## src/rtl/data_mem_pkg.sv

```systemverilog
// Shared types and helpers for the MEM-stage data memory.
package data_mem_pkg;

    localparam logic [1:0] SZ_BYTE = 2'b00;
    localparam logic [1:0] SZ_HALF = 2'b01;
    localparam logic [1:0] SZ_WORD = 2'b10;

    typedef enum logic {ST_INIT, ST_RUN} st_e;

    typedef struct packed {
        logic        valid;
        logic        err;
        logic [31:0] data;
    } resp_t;

    function automatic logic [3:0] size_to_be(input logic [1:0] size, input logic [1:0] lane);
        case (size)
            SZ_BYTE: size_to_be = 4'b0001 << lane;
            SZ_HALF: size_to_be = 4'b0011 << lane;
            SZ_WORD: size_to_be = 4'hF;
            default: size_to_be = 4'h0;
        endcase
    endfunction

endpackage

```

## src/rtl/byte_lane_align.sv

```systemverilog
// Byte-lane steering: store data replication/byte enables and load extraction/extension.
module byte_lane_align
    import data_mem_pkg::*;
(
    input  logic [1:0]  st_size,
    input  logic [1:0]  st_lane,
    input  logic [31:0] st_data,
    output logic [3:0]  st_be,
    output logic [31:0] st_wdata,
    input  logic [1:0]  ld_size,
    input  logic [1:0]  ld_lane,
    input  logic        ld_unsigned,
    input  logic [31:0] ld_word,
    output logic [31:0] ld_data
);

    logic [15:0] shifted;

    assign st_be = size_to_be(st_size, st_lane);

    // Every lane carries a copy of the right-aligned data; byte enables pick the live ones.
    for (genvar gi = 0; gi < 4; gi++) begin : g_lane
        assign st_wdata[8*gi +: 8] = (st_size == SZ_BYTE) ? st_data[7:0] :
                                     (st_size == SZ_HALF) ? st_data[8*(gi%2) +: 8] :
                                                            st_data[8*gi +: 8];
    end

    assign shifted = 16'(ld_word >> {ld_lane, 3'b000});

    always_comb begin
        ld_data = '0;
        case (ld_size)
            SZ_BYTE: ld_data = ld_unsigned ? {24'h0, shifted[7:0]}
                                           : {{24{shifted[7]}}, shifted[7:0]};
            SZ_HALF: ld_data = ld_unsigned ? {16'h0, shifted}
                                           : {{16{shifted[15]}}, shifted};
            SZ_WORD: ld_data = ld_word;
            default: ld_data = '0;
        endcase
    end

endmodule

```

## src/rtl/data_mem_pipe.sv

```systemverilog
// MEM-stage data memory: byte/half/word access, zero-fill after reset,
// fixed-latency response pipeline with error reporting.
module data_mem_pipe
    import data_mem_pkg::*;
#(
    parameter int DATA_W  = 32,
    parameter int DEPTH   = 32,
    parameter int ADDR_W  = $clog2(DEPTH),
    parameter int LATENCY = 1
) (
    input  logic              CLK,
    input  logic              RST_N,
    input  logic              req_valid,
    output logic              req_ready,
    input  logic              req_write,
    input  logic [1:0]        req_size,
    input  logic              req_unsigned,
    input  logic [31:0]       address,
    input  logic [DATA_W-1:0] writeData,
    output logic [DATA_W-1:0] readData,
    output logic              resp_valid,
    output logic              resp_err
);

    st_e               state_reg, state_next;
    logic [ADDR_W-1:0] cnt_reg, cnt_next;

    logic              accept;
    logic              req_err;
    logic [ADDR_W-1:0] word_idx;
    logic [3:0]        st_be;
    logic [31:0]       st_wdata;
    logic [31:0]       ld_data;

    logic [DATA_W-1:0] mem [DEPTH];
    logic [DATA_W-1:0] rd_word_reg;
    logic              mem_we;
    logic [ADDR_W-1:0] mem_addr;
    logic [3:0]        mem_be;
    logic [DATA_W-1:0] mem_wdata;

    logic              s0_valid_reg, s0_err_reg, s0_load_reg, s0_uns_reg;
    logic [1:0]        s0_size_reg, s0_lane_reg;
    resp_t             resp0, resp_out;

    always_ff @(posedge CLK or negedge RST_N) begin
        if (!RST_N) begin
            state_reg <= ST_INIT;
            cnt_reg   <= '0;
        end else begin
            state_reg <= state_next;
            cnt_reg   <= cnt_next;
        end
    end

    always_comb begin
        state_next = state_reg;
        cnt_next   = cnt_reg;
        req_ready  = 1'b0;
        case (state_reg)
            ST_INIT: begin
                cnt_next = cnt_reg + ADDR_W'(1);
                if (cnt_reg == ADDR_W'(DEPTH - 1))
                    state_next = ST_RUN;
            end
            ST_RUN:  req_ready = 1'b1;
            default: state_next = ST_INIT;
        endcase
    end

    assign accept   = req_valid & req_ready;
    assign word_idx = address[ADDR_W+1:2];
    assign req_err  = (req_size == 2'b11) |
                      ((req_size == SZ_HALF) & address[0]) |
                      ((req_size == SZ_WORD) & (|address[1:0])) |
                      (|address[31:ADDR_W+2]);

    byte_lane_align u_align (
        .st_size     (req_size),
        .st_lane     (address[1:0]),
        .st_data     (writeData),
        .st_be       (st_be),
        .st_wdata    (st_wdata),
        .ld_size     (s0_size_reg),
        .ld_lane     (s0_lane_reg),
        .ld_unsigned (s0_uns_reg),
        .ld_word     (rd_word_reg),
        .ld_data     (ld_data)
    );

    // The zero-fill sweep owns the write port until the FSM reaches RUN.
    always_comb begin
        if (state_reg == ST_INIT) begin
            mem_we    = 1'b1;
            mem_addr  = cnt_reg;
            mem_be    = 4'hF;
            mem_wdata = '0;
        end else begin
            mem_we    = accept & req_write & ~req_err;
            mem_addr  = word_idx;
            mem_be    = st_be;
            mem_wdata = st_wdata;
        end
    end

    always_ff @(posedge CLK) begin
        for (int i = 0; i < 4; i++) begin
            if (mem_we && mem_be[i])
                mem[mem_addr][8*i +: 8] <= mem_wdata[8*i +: 8];
        end
        rd_word_reg <= mem[word_idx];
    end

    always_ff @(posedge CLK or negedge RST_N) begin
        if (!RST_N) begin
            s0_valid_reg <= 1'b0;
            s0_err_reg   <= 1'b0;
            s0_load_reg  <= 1'b0;
            s0_uns_reg   <= 1'b0;
            s0_size_reg  <= SZ_BYTE;
            s0_lane_reg  <= 2'b00;
        end else begin
            s0_valid_reg <= accept;
            s0_err_reg   <= req_err;
            s0_load_reg  <= ~req_write;
            s0_uns_reg   <= req_unsigned;
            s0_size_reg  <= req_size;
            s0_lane_reg  <= address[1:0];
        end
    end

    assign resp0.valid = s0_valid_reg;
    assign resp0.err   = s0_valid_reg & s0_err_reg;
    assign resp0.data  = (s0_valid_reg & ~s0_err_reg & s0_load_reg) ? ld_data : 32'h0;

    if (LATENCY == 1) begin : g_direct
        assign resp_out = resp0;
    end else begin : g_pipe
        resp_t sr_reg [LATENCY-1];

        always_ff @(posedge CLK or negedge RST_N) begin
            if (!RST_N) begin
                for (int i = 0; i < LATENCY - 1; i++)
                    sr_reg[i] <= '0;
            end else begin
                sr_reg[0] <= resp0;
                for (int i = 1; i < LATENCY - 1; i++)
                    sr_reg[i] <= sr_reg[i-1];
            end
        end

        assign resp_out = sr_reg[LATENCY-2];
    end

    assign resp_valid = resp_out.valid;
    assign resp_err   = resp_out.err;
    assign readData   = resp_out.data;

endmodule

```

## config.mk

```make
export PLATFORM = sky130hd
export DESIGN_NAME = data_mem_pipe
export DESIGN_NICKNAME = d
export VERILOG_FILES = /design/src/rtl/data_mem_pkg.sv /design/src/rtl/byte_lane_align.sv /design/src/rtl/data_mem_pipe.sv
export SDC_FILE = /design/constraint.sdc
export NUM_CORES = 1
export LEC_CHECK = 0
export BUFFER_PORTS_ARGS = -buffer_cell sky130_fd_sc_hd__buf_2
export CORE_AREA = 2 2 380 382
export CTS_CLUSTER_SIZE = 20
export DETAILED_ROUTE_END_ITERATION = 16
export DIE_AREA = 0 0 382 384
export PLACE_DENSITY_LB_ADDON = 0.3
export SLEW_MARGIN = 15
export SYNTH_ARGS = -nofsm -noshare
export SYNTH_HDL_FRONTEND = slang
export SYNTH_SLANG_ARGS = --single-unit
```

## constraint.sdc

```tcl
create_clock -name CLK -period 2.6 [get_ports CLK]
set_input_delay 0.13 -clock CLK [delete_from_list [all_inputs] [get_ports CLK]]
set_output_delay 0.13 -clock CLK [all_outputs]
set_load 0.01 [all_outputs]
```

# Yosys cells after proc, flatten, opt, wreduce, memory -nomap -nowiden
# Memories as Yosys holds them, arrays and structs flattened. A register that Yosys moved wholly into a read port is not among the register bits.
# Index checks and enable logic that the tools add are counted.
# Widths: inputs -> output; s select.
# word_totals
regBits,14
mem_bits_rw,1024
in_bits,71
out_inout_bits,35
wordCells,66
n_memories,1
# mem_list
memory,depth,word_bits,read_ports,rd_ports_with_merged_regs,write_ports,line_no,text
mem,32,32,1,1,1,data_mem_pipe.sv:35,logic [DATA_W-1:0] mem [DEPTH];
# op_classes
addsub,1
eq_ne,6
shift,3
n_mux,25
n_bitwise,14
reduce_logical,8
# op_table
op,n
$mux 32,4
$pmux 32 s3,1
$mux 8,5
$shr 32x5->16,1
$reduce_or 25->1,1
$mux 1,12
$pmux 4 s3,1
$and 1x1->1,8
$eq 2x2->1 const B,3
$add 5x1->5 const B,1
$eq 5x5->1 const B,1
$mux 5,1
$eq 2x1->1 const B,2
$logic_and 1x1->1,4
$logic_not 2->1,2
$mux 4,1
$shl 1x2->4 const A,1
$shl 2x2->4 const A,1
$not 1->1,3
$or 1x1->1,3
$reduce_or 2->1,1

# Depth between registers and ports, before layout
# Gate-level depths: netlist of the first run.
# depth
word_depth,11
ltp_mapped,7
ltp_nobuf,4

# Cells and area by module
# A second synthesis of the first run with hierarchy kept.
# hier_totals
hier_cells,2662
hier_area_um2,43246.5
# by_module_without_submodules
module,n_inst,cells_per_inst,area_per_inst_um2,seq_area_each_um2
data_mem_pipe,1,2477,41941.5,31740.4
byte_lane_align,1,185,1305.0,0.0

# Worst setup path before layout of the first run
# No wires, ideal clock.
# synth_path
path_kind,register -> register
start,register state_reg
end,"memory mem[0][12], data pin"
setup_ns,0.377
t_arrival_ns,2.169
required_time_ns,2.223
path_slack_ns,0.055
path_stages_with_launch,6
n_path_buf,3
synth_period_minus_slack_ns,2.545
cell_sequence,dfrtp_1 -> clkbuf_1 -> inv_1 -> buf_1 -> clkbuf_1 -> a21oi_1
# synth_between
elab_chain_len,1
# synth_rtl
item,line_no,text
from (decl),data_mem_pipe.sv:25,"st_e state_reg, state_next;"
from (signal assigned),data_mem_pipe.sv:51,state_reg <= state_next;
$mux 32,data_mem_pipe.sv:93,if (state_reg == ST_INIT) begin
via mem_wdata[12],data_mem_pipe.sv:40,logic [DATA_W-1:0] mem_wdata;
to (decl),data_mem_pipe.sv:35,
# The timed path passes the listed nets, and every way through them passes these cells.

# Worst setup path after layout of the first run
# layout_path
start,register s0_lane_reg[1]
end,output port readData[21]
# layout_between
elab_chain_len,4
elab_cells_between_ends,5
cone_classes,1 x shift; 4 x mux
# layout_rtl
item,line_no,text
from (decl),data_mem_pipe.sv:43,"logic [1:0] s0_size_reg, s0_lane_reg;"
from (signal assigned),data_mem_pipe.sv:128,s0_lane_reg <= address[1:0];
$shr 32x5->16 (*),byte_lane_align.sv:28,"assign shifted = 16'(ld_word >> {ld_lane, 3'b000});"
$mux 32 (on tied branches),"byte_lane_align.sv:35, byte_lane_align.sv:33",
$pmux 32 s3 (*),byte_lane_align.sv:32,case (ld_size)
$mux 32 (*),data_mem_pipe.sv:134,assign resp0.data = (s0_valid_reg & ~s0_err_reg & s0_load_reg) ? ld_data : 32'h0;
to (decl),data_mem_pipe.sv:20,"output logic [DATA_W-1:0] readData,"
# Every way passes the cells marked *; elsewhere a longest branch is shown, timed or not.

==> impl_results.md, run 1 <==
* Seq pwr share at between 50 and 60%
* Max reg flops at just over 1k
* Placer Congestion at 0.872
* Largest family of logic cells by synthesized area: multiplexers
* Relative slew slack at 45.9%
* Area contributors post-synth: edfxtp_1 72%, mux2i_1 13%, a22oi_1 4.5%
* Die height at roughly 380 µm
* # IOs at 106
* Die ar. at 147,000 µm²
* CP Capture Type: output pin
* Buf/Inv on CP at 2
* Residual DRC count at 0
* Final setup vio count at 0
* Clock transition at path regs at 0.06 ns
* Worst IR drop on VDD at 0.508 mV
* Placed cells at 4,721
* Starting Density at 29.8%
* Worst min-delay path class: in2reg
* Area Growth Syn to Fin at 21.4%
* Min cycle time layout at 2.56 ns
* Sw frac at ~22%
* Core Box Area at 143,000 µm²
* Tcrit/Tclk final at a little over nine tenths
* Startpoint Class: register
* Number of antenna-violating nets in the routed design at 0
* XOR/XNOR share of the synthesized area at less than 1%
* CTS Root Buffer Type: clkbuf_16
* Critical Path Max Stage Delay at 0.52 ns
* Warnings from Yosys at 0
* Total congestion overflow at 0
* Antenna violations before repair at 13
* Post-synth EDFFs at 1,024
* Layout Nets at 3,019
* Final hold vios at 0
* Syn Nets at between 2k and 3k
* Top-area cell type share of the netlist area at 72.2%
* Slowest cell on crit path: mux4_2
* Vias at 24.5k
* Synth cell types at 54
* Outcome: finished clean
* H-tree depth at 3
* Post-synthesis sequential area ratio at roughly 74%
* Wirelength per Cell at 25.8 µm
* Synth Flop Type: edfxtp_1
* Crit-path leading delay family: multiplexers
* Placed cell area at 47,800 µm²
* # clock sinks at between 1k and 1.5k
* Clock group share of total power at 42.6%
* Ys async rst share at approximately 1.3%
* Slew @ Worst Pin at 0.809 ns
* Syn Inst Count at 2,554
* Pin count of the biggest net entering global routing at 65
* Vias in the first global route at 24.2k
* DRT Pass-1 Iters at 5
* Vias per Instance at 4.96
* Post-synthesis compound-gate area fraction at around 6.3%
* Clock buffer depth at 3
* Logic pwr share at 5.8%
* Register Area at 31,700 µm²
* Multi-input gate area at 10,400 µm²
* Syn Area/Cell at 16.7 µm²
* Internal Power at 29.1 mW
* Leakage at 18.3 nW
* Port buffer count at 105
* Yosys top cell by area: edfxtp_1
* WS Path Type: reg2out
* Final std cells w/o fill at around 4.9k
* Post-Syn Area at between 40,000 and 50,000 µm²
* Max Cap Violations at 0
* Critical Path RT at ~2.5 ns
* Highest Clock Rate at 391 MHz
* # fillers at between 10k and 15k
* Synth Register Bits at approximately 1.1k
* Final hold slack at roughly 0.053 ns
* Latest clock arrival within the worst-skew pair at a little under 0.7 ns
* Max FO, Critical Path at 8
* Max-slew violation count at 0
* Row cnt at 139
* Layout cells sized above 1 at a little under a quarter
* All-Layer GR Usage at 17.0%
* Post-synthesis mux area share at 12.9%
* Finished Core Util at 36.2%
* Hpwl dp at 86,900 µm
* CTS tree: built
* Final Skew at 0.0207 ns
* Post-synthesis simple-gate area fraction at 4.43%
* First-pass GRT wire length at 178,000 µm
* RSZ-0062 raised after global routing: yes
* Setup TNS at 0 ns
* Die X at 382 µm
* Initial detailed-routing violation count at 2,820
* Fin area at 51,700 µm²
* Synth Area in Adders at less than 1%
* Routed wire length at 127,000 µm
* PD cells at 719 nW/µm²
* Sw Pwr at 8.06 mW
* Data arrival, critical path at 2.43 ns
* Num CTS Buffers at 112
* Worst-path cell chain: mux4_2 -> and2_4 -> a21oi_4 -> buf_8 -> o21ai_2 -> buf_2
placed cells by master, fill, tap and decap left out, types with 16 or more instances in the layout:
master     count
a22oi_1      257
clkbuf_16    116
o21ai_2       16
edfxtp_1    1024
buf_4        287
buf_12        32
buf_2        104
clkbuf_1      29
nor2_1       168
nand2_1       76
dfxtp_1       31
a21oi_1       24
mux2i_1      534
clkinv_2      21
nand4_1       65
nor2_2        19
worst paths after layout:
path,cells past startpoint,endpoint,startpoint,slack [ns]
min in group asynchronous,3,cnt_reg[0],RST_N,0.72
max in group asynchronous,3,resp_valid,RST_N,1.32
min reg2reg,1,cnt_reg[3],cnt_reg[3],0.55
max reg2reg,8,mem[1][29],state_reg,0.16
min,4,mem[19][14],writeData[14],0.05
max,6,readData[21],s0_lane_reg[1],0.04
metrics by stage:
stage / total power [mW] / worst slack [ns]
floorplan: 20.5 / 0.0546
global placement: 21.6 / 0.0994
detailed placement: 21.7 / 0.0868
CTS: 37.4 / -0.00694
global route: 38.2 / -0.0139
finish: 37.2 / 0.0431
worst min-delay path, stage by stage:
cell and delay [ns]:
buf_2 0.11, o21ai_0 0.09, a21oi_2 0.07, buf_4 0.16
kinds of logic after synthesis:
kind of cell | count (synthesis)
flops | 1070
mux | 546
simple gates | 393
compound gates | 371
buf+inv | 169
xor+xnor | 3
fa+ha+maj | 2
cell type report:
cell class	count	share of cell area, %
antenna	1	0.00484
clock buffer	153	6.03
clock inverter	53	1.02
inverter	8	0.0580
multi-input combinational	1315	20.2
sequential	1070	61.4
tap	1903	4.60
timing repair buffer	439	6.75
power by group through the flow:
stage	Combinational (mW)	Clock [mW]	Sequential [mW]
floorplan	1.06	0	19.5
global placement	2.10	0	19.5
detailed placement	2.11	0	19.5
CTS	2.16	16.1	19.2
global route	2.28	16.7	19.2
finish	2.17	15.8	19.2
synth_stat cells, types with 9 or more instances:
| master | number |
|---|---|
| buf_1 | 15 |
| buf_2 | 31 |
| nand2b_1 | 9 |
| o22ai_1 | 12 |
| dfxtp_1 | 32 |
| nand4_1 | 65 |
| dfrtp_1 | 14 |
| and2_1 | 11 |
| o21ai_0 | 27 |
| nand2_1 | 76 |
| mux2i_1 | 536 |
| mux2_2 | 9 |
| clkbuf_1 | 103 |
| a22oi_1 | 257 |
| nor2_1 | 184 |
| edfxtp_1 | 1024 |
| a21oi_1 | 39 |
| buf_6 | 12 |
metal layers:
metal / routed length [µm] / share of wire [%] / track usage, % / vias to the layer above
met5: 28 / 0.022 / 0 / -
met4: 3870 / 3.0 / 5.20 / 4
met3: 9280 / 7.3 / 3.14 / 179
met2: 57800 / 45 / 26.5 / 1008
met1: 56400 / 44 / 23.9 / 12400
li1: - / - / - / 10900
what timing repair did:
| item | CTS | global route |
|---|---|---|
| setup endpoints to repair | 27 | 27 |
| gates cloned | 1 | 0 |
| hold endpoints to repair | 21 | 0 |
| pin swaps | 1 | 0 |
| hold buffers | 11 | 0 |
| setup buffers | 1 | 1 |
| resized for setup | 49 | 12 |
No activity file was read; power rests on OpenSTA's default activity.
==> run 2: changes to the inputs <==
--- a/config.mk
+++ b/config.mk
@@ -7,6 +7,7 @@
 export LEC_CHECK = 0
 export BUFFER_PORTS_ARGS = -buffer_cell sky130_fd_sc_hd__buf_2
 export CORE_AREA = 2 2 380 382
+export CTS_BUF_LIST = sky130_fd_sc_hd__clkbuf_8 sky130_fd_sc_hd__clkbuf_16
 export CTS_CLUSTER_SIZE = 20
 export DETAILED_ROUTE_END_ITERATION = 16
 export DIE_AREA = 0 0 382 384
==> run 2 against run 1 <==
Against the previous run: power down 0.32%; clock-buffer cell count down 29; first-iteration DRC count up 0.18%; die area unchanged; clock skew about the same; flip-flop and latch count unchanged; largest cell class unchanged; largest power group unchanged; highest routed layer is now met4.
==> impl_results.md, run 2 (synthesis results as in run 1) <==
* Outcome: finished clean
* Tot Pwr at 37.1 mW
* Vias per Instance at 4.96
* Slew @ Worst Pin at 0.819 ns
* Starting Density at 29.8%
* Hold endpoint: mem[0][14]
* Leakage at ~18 nW
* CTS Root Buffer Type: clkbuf_16
* Row cnt at 139
* Critical Path Max Stage Delay at 0.52 ns
* Layout Nets at roughly 3k
* Final setup vio count at 0
* Number of antenna-violating nets in the routed design at 0
* Layout cells sized above 1 at 22.6%
* First-pass GRT wire length at ~180,000 µm
* RSZ-0062 raised after global routing: yes
* Die height at 384 µm
* Pin count of the biggest net entering global routing at 65
* Multi-input gate area at 10,400 µm²
* # fillers at 13.4k
* Data arrival, critical path at approximately 2.4 ns
* Sw frac at 21.7%
* Vias in the first global route at 24.2k
* Total congestion overflow at 0
* Initial detailed-routing violation count at between 2k and 3k
* Max Cap Violations at 0
* Max reg flops at 1,024
* Clock buffer depth at 3
* Commonest non-fill, non-tap cells in the layout: 1,024 x edfxtp_1, 534 x mux2i_1, 287 x buf_4
* Die ar. at 147,000 µm²
* Num CTS Buffers at 112
* Clock transition at path regs at around 0.060 ns
* Min cycle time layout at around 2.6 ns
* # IOs at roughly 110
* Die X at 382 µm
* Routed wire length at 127,000 µm
* FF-to-FF setup slack at 0.15 ns
* Final Skew at roughly 0.021 ns
* Worst Hold Depth at 4
* Worst-path cell chain: mux4_2 -> and2_4 -> a21oi_4 -> buf_8 -> o21ai_2 -> buf_2
* Clock group share of total power at 42.4%
* Hpwl dp at roughly 87,000 µm
* HP Start: writeData[14]
* Pre-CTS setup slack at about 0.087 ns
* Startpoint Class: register
* Commonest non-fill, non-tap cell in the layout: edfxtp_1
* Wirelength per Cell at ~26 µm
* Placer Congestion at 0.872
* Area Growth Syn to Fin at 21.4%
* Seq pwr share at around half
* Final hold vios at 0
* Latest clock arrival within the worst-skew pair at 0.68 ns
* Max FO, Critical Path at 8
* Internal Power at about 29 mW
* DRT Pass-1 Iters at 5
* Worst r2r dst: mem[1][29]
* Crit Reg-Reg Startpoint: state_reg
* Slowest cell on crit path: mux4_2
* WS Path Type: reg2out
* CTS tree: built
* CP Capture Type: output pin
* Sw Pwr at 8.06 mW
* Port buffer count at about 110
* Logic pwr share at 5.9%
* H-tree depth at 3
* Critical Path RT at 2.47 ns
* All-Layer GR Usage at 17.0%
* Worst IR drop on VDD at 0.508 mV
* Max-slew violation count at 0
* Vias at ~25k
* Tcrit/Tclk final at 98.4%
* Relative slew slack at 45.2%
* Residual DRC count at 0
* PD cells at approximately 720 nW/µm²
* Highest Clock Rate at around 390 MHz
* Core Box Area at 143,000 µm²
* Register Area at 31,700 µm²
* Worst setup margin at 0.0403 ns
* Worst min-delay path class: in2reg
* Worst Reg-to-Reg Cells at 8
* # clock sinks at 1,070
* Antenna violations before repair at 13
## run 2: cell count changes in the layout (fill, tap and decap cells not counted)
cell	delta
clkbuf_1	-29
inv_1	+29
diode_2	+2
## run 2: layout make-up
| type | count | area share [%] |
|---|---|---|
| Clock buffer | 124 | 5.82 |
| Clock inverter | 82 | 1.23 |
| Tap cell | 1903 | 4.60 |
| Sequential cell | 1070 | 61.4 |
| Timing Repair Buffer | 439 | 6.75 |
| Multi-Input combinational cell | 1315 | 20.2 |
| Inverter | 8 | 0.0580 |
| Antenna cell | 3 | 0.0145 |
## run 2: worst max path at each step
stage          slack, ns      endpoint  depth (start not counted)      startpoint
5_1_grt            -0.01  readData[21]                          6  s0_lane_reg[1]
3_3_place_gp         0.1     mem[9][9]                          8      address[9]
3_5_place_dp        0.09   mem[25][15]                          8      address[9]
2_1_floorplan       0.05    mem[0][12]                          5       state_reg
6_report            0.04  readData[25]                          6  s0_lane_reg[1]
4_1_cts           -0.007  readData[25]                          6  s0_lane_reg[1]
## run 2: repair_timing
item,CTS,global route
setup endpoints to repair,27,27
gates resized for setup,49,12
hold endpoints to repair,21,0
cloned,1,0
pin swaps,1,0
setup buffers,1,1
hold buffers,11,0
## run 2: critical path: cells and delay by family (launching register included)
| family | cells | cell delay (ns) |
|---|---|---|
| simple gates | 1 | 0.18 |
| buf+inv | 2 | 0.36 |
| mux | 1 | 0.52 |
| flops | 1 | 0.37 |
| compound gates | 2 | 0.32 |
## run 2: through the flow
step | cells | utilization [%] | area, µm² | setup TNS [ns] | hold slack (ns)
2_1_floorplan | 2554 | - | 42600 | 0 | -0.166
3_3_place_gp | 4721 | 33.5 | 47800 | 0 | 0.127
3_5_place_dp | 4721 | 33.5 | 47800 | 0 | 0.120
4_1_cts | 4940 | 36.2 | 51700 | -0.00694 | 0.0187
5_1_grt | 4941 | 36.2 | 51700 | -0.0644 | 0.0479
6_report | 4944 | 36.2 | 51700 | 0 | 0.0565
## run 2: per-layer routing
layer / part of all wire (%) / GRT usage [%]
met5: 0 / 0
met4: 3.2 / 5.20
met3: 7.1 / 3.14
met2: 45 / 26.5
met1: 45 / 23.9
## run 2: power by group through the flow
stage	clock [mW]	combinational, mW	sequential [mW]
5_1_grt	16.6	2.28	19.2
3_3_place_gp	0	2.10	19.5
2_1_floorplan	0	1.06	19.5
3_5_place_dp	0	2.11	19.5
4_1_cts	16.0	2.16	19.2
6_report	15.7	2.17	19.2
==> run 3: changes to the inputs <==
--- a/config.mk
+++ b/config.mk
@@ -6,13 +6,15 @@
 export NUM_CORES = 1
 export LEC_CHECK = 0
 export BUFFER_PORTS_ARGS = -buffer_cell sky130_fd_sc_hd__buf_2
-export CORE_AREA = 2 2 380 382
+export CAP_MARGIN = 30
+export CORE_AREA = 2 2 383 385
 export CTS_BUF_LIST = sky130_fd_sc_hd__clkbuf_8 sky130_fd_sc_hd__clkbuf_16
 export CTS_CLUSTER_SIZE = 20
 export DETAILED_ROUTE_END_ITERATION = 16
-export DIE_AREA = 0 0 382 384
+export DIE_AREA = 0 0 385 387
 export PLACE_DENSITY_LB_ADDON = 0.3
 export SLEW_MARGIN = 15
 export SYNTH_ARGS = -nofsm -noshare
 export SYNTH_HDL_FRONTEND = slang
+export SYNTH_HIERARCHICAL = 1
 export SYNTH_SLANG_ARGS = --single-unit
==> run 3 against run 2 <==
Against the previous run: the run now ends with setup timing left; synthesized cell count rose by 4.2%; global-route usage decreased by 0.71 points; first-iteration DRC count decreased by 21%; wire length shrank 3.1%; sequential share of layout area down 0.63 points; non-clock buffer count up 15; critical path depth up 2; flip-flop and latch count stayed put; critical path type unchanged; largest power group unchanged.
==> impl_results.md, run 3 <==
* Syn Area/Cell at 16.2 µm²
* Number of antenna-violating nets in the routed design at 0
* XOR/XNOR share of the synthesized area at 0.0810%
* Num CTS Buffers at 110
* Slowest cell on crit path: dfrtp_2
* Final Skew at 0.0350 ns
* CP Capture Type: output pin
* Syn Inst Count at ~2.7k
* Row cnt at 140
* All-Layer GR Usage at 16.2%
* Highest Clock Rate at 383 MHz
* Residual DRC count at 0
* Worst setup margin at -0.0131 ns
* Area Growth Syn to Fin at 20.9%
* Antenna violations before repair at 10
* Max Cap Violations at 0
* First-pass GRT wire length at 177,000 µm
* Initial detailed-routing violation count at ~2.2k
* Layout cells sized above 1 at 21.4%
* Final hold vios at 0
* Largest family of logic cells by synthesized area: multiplexers
* Post-synthesis mux area share at 12.8%
* Commonest non-fill, non-tap cells in the layout: 1,024 x edfxtp_1, 528 x mux2i_1, 300 x buf_4
* Latest clock arrival within the worst-skew pair at 0.69 ns
* DRT Pass-1 Iters at 7
* Warnings from Yosys at 6
* Finished Core Util at 36.1%
* Layout Nets at 3,123
* Synth cell count leaders: 1,024 x edfxtp_1, 531 x mux2i_1, 171 x a22oi_1
* Yosys top cell by area: edfxtp_1
* Outcome: finished with violations
* Clock buffer depth at 3
* Worst IR drop on VDD at 0.503 mV
* Slew @ Worst Pin at between 0.9 and 1 ns
* Critical Path Max Stage Delay at 0.44 ns
* Synth Area in Adders at 0.0579%
* Post-synthesis compound-gate area fraction at 6.25%
* Max FO, Critical Path at 9
* Placed cell area at 48,300 µm²
* Top-area cell type share of the netlist area at 71.1%
* CTS Root Buffer Type: clkbuf_16
* Synth Flop Type: edfxtp_1
* Die height at about 390 µm
* Worst-path cell chain: buf_8 -> a311o_1 -> a221oi_4 -> buf_6 -> buf_8 -> a21o_1 -> and2_1 -> buf_6
* PD cells at 716 nW/µm²
* Failing checks: setup timing
* Max reg flops at 1,024
* Starting Density at 29.9%
* Wirelength per Cell at 24.4 µm
* Fin area at 52,300 µm²
* Relative slew slack at 38.7%
* Total congestion overflow at 0
* Tcrit/Tclk final at 101%
* Pre-CTS setup slack at slightly below 0.09 ns
* Pin count of the biggest net entering global routing at between 60 and 70
* Ys async rst share at between 1 and 1.5%
* Port buffer count at approximately 110
* Die ar. at around 150,000 µm²
* # IOs at 106
* Routed wire length at approximately 120,000 µm
* Worst min-delay path class: in2reg
* Data arrival, critical path at 2.48 ns
* H-tree depth at 3
* Post-synthesis sequential area ratio at roughly 73%
* Count leader, synth: edfxtp_1
* Placer Congestion at 0.822
* Vias in the first global route at 24.8k
* Area contributors post-synth: edfxtp_1 71%, mux2i_1 12%, a22oi_1 3.0%
* Post-synth EDFFs at 1,024
* RSZ-0062 raised after global routing: yes
* Leakage at between 15 and 20 nW
* WS Path Type: reg2out
* Startpoint Class: register
* Post-synthesis simple-gate area fraction at 5.42%
* Post-Syn Area at 43,200 µm²
* Synth Register Bits at 1,070
* CTS tree: built
* Clock transition at path regs at 0.06 ns
* Synth cell types at 47
* Max-slew violation count at 0
* # clock sinks at 1,070
* Die X at 385 µm
* Vias at 24.9k
* Critical Path RT at 2.47 ns
* Min cycle time layout at between 2 and 3 ns
* Final setup vio count at 7
* Hpwl dp at 82,400 µm
* Vias per Instance at 4.91
* Commonest non-fill, non-tap cell in the layout: edfxtp_1
* Syn Nets at approximately 2.7k
* Core Box Area at 145,000 µm²
run 3: path summary, 6_finish.rpt:
kind	endpoint	depth (start not counted)	slack (ns)	start
min in group asynchronous	s0_uns_reg	3	0.64	RST_N
max in group asynchronous	s0_lane_reg[0]	3	1.32	RST_N
worst min-delay path	s0_uns_reg	2	0.08	req_unsigned
worst min register to register	cnt_reg[2]	1	0.51	cnt_reg[2]
worst max-delay path	readData[24]	8	-0.01	s0_lane_reg[0]
worst max register to register	mem[10][28]	7	0.25	state_reg
run 3: power breakdown:
group | switching (mW) | internal [mW]
registers | 0.105 | 19.1
logic | 1.63 | 0.840
clock network | 6.59 | 9.20
run 3: worst max-delay path, delay by kind of cell, from the launching register on:
family / cells / cell delay, ns
buffers and inverters: 4 / 0.53
and+or+nand+nor: 1 / 0.14
DFF: 1 / 0.44
AOI/OAI and AO/OA: 3 / 0.67
run 3: repair_timing:
| action | CTS | global route |
|---|---|---|
| hold endpoints to repair | 22 | 0 |
| buffers inserted | 7 | 2 |
| hold buffers | 13 | 0 |
| resized for setup | 40 | 18 |
| setup endpoints to repair | 29 | 87 |
| pin swaps | 2 | 0 |
run 3: area by class of cell:
class                      instances  area [µm²]
inverter                           4        15.0
clock buffer                     116        2860
timing repair buffer             454        3690
clock inverter                    90         772
fill                           13700       92600
antenna                            1        2.50
tap                             1917        2400
multi-input combinational       1410       10800
sequential                      1070       31700
run 3: logic make-up after synthesis:
logic type      count (synthesis)
fa+ha+maj                       2
flops                        1070
simple gates                  487
compound gates                366
buf+inv                       182
xor+xnor                        4
mux                           551
run 3: per-stage QoR:
stage | TNS (ns) | std cells | total power [mW] | hold WS (ns)
after floorplan | 0 | 2662 | 20.7 | -0.166
after global placement | 0 | 4835 | 21.9 | 0.0993
after detailed placement | 0 | 4835 | 21.9 | 0.101
after CTS | -0.768 | 5061 | 37.7 | 0.0373
after global routing | -1.69 | 5061 | 38.5 | 0.0586
final | -0.0289 | 5062 | 37.4 | 0.0812
run 3: layer usage:
| layer | share of wire, % | global-route usage (%) |
|---|---|---|
| met1 | 46 | 23.7 |
| met3 | 5.9 | 2.56 |
| met5 | 0.011 | 0 |
| met4 | 1.9 | 3.58 |
| met2 | 46 | 25.3 |
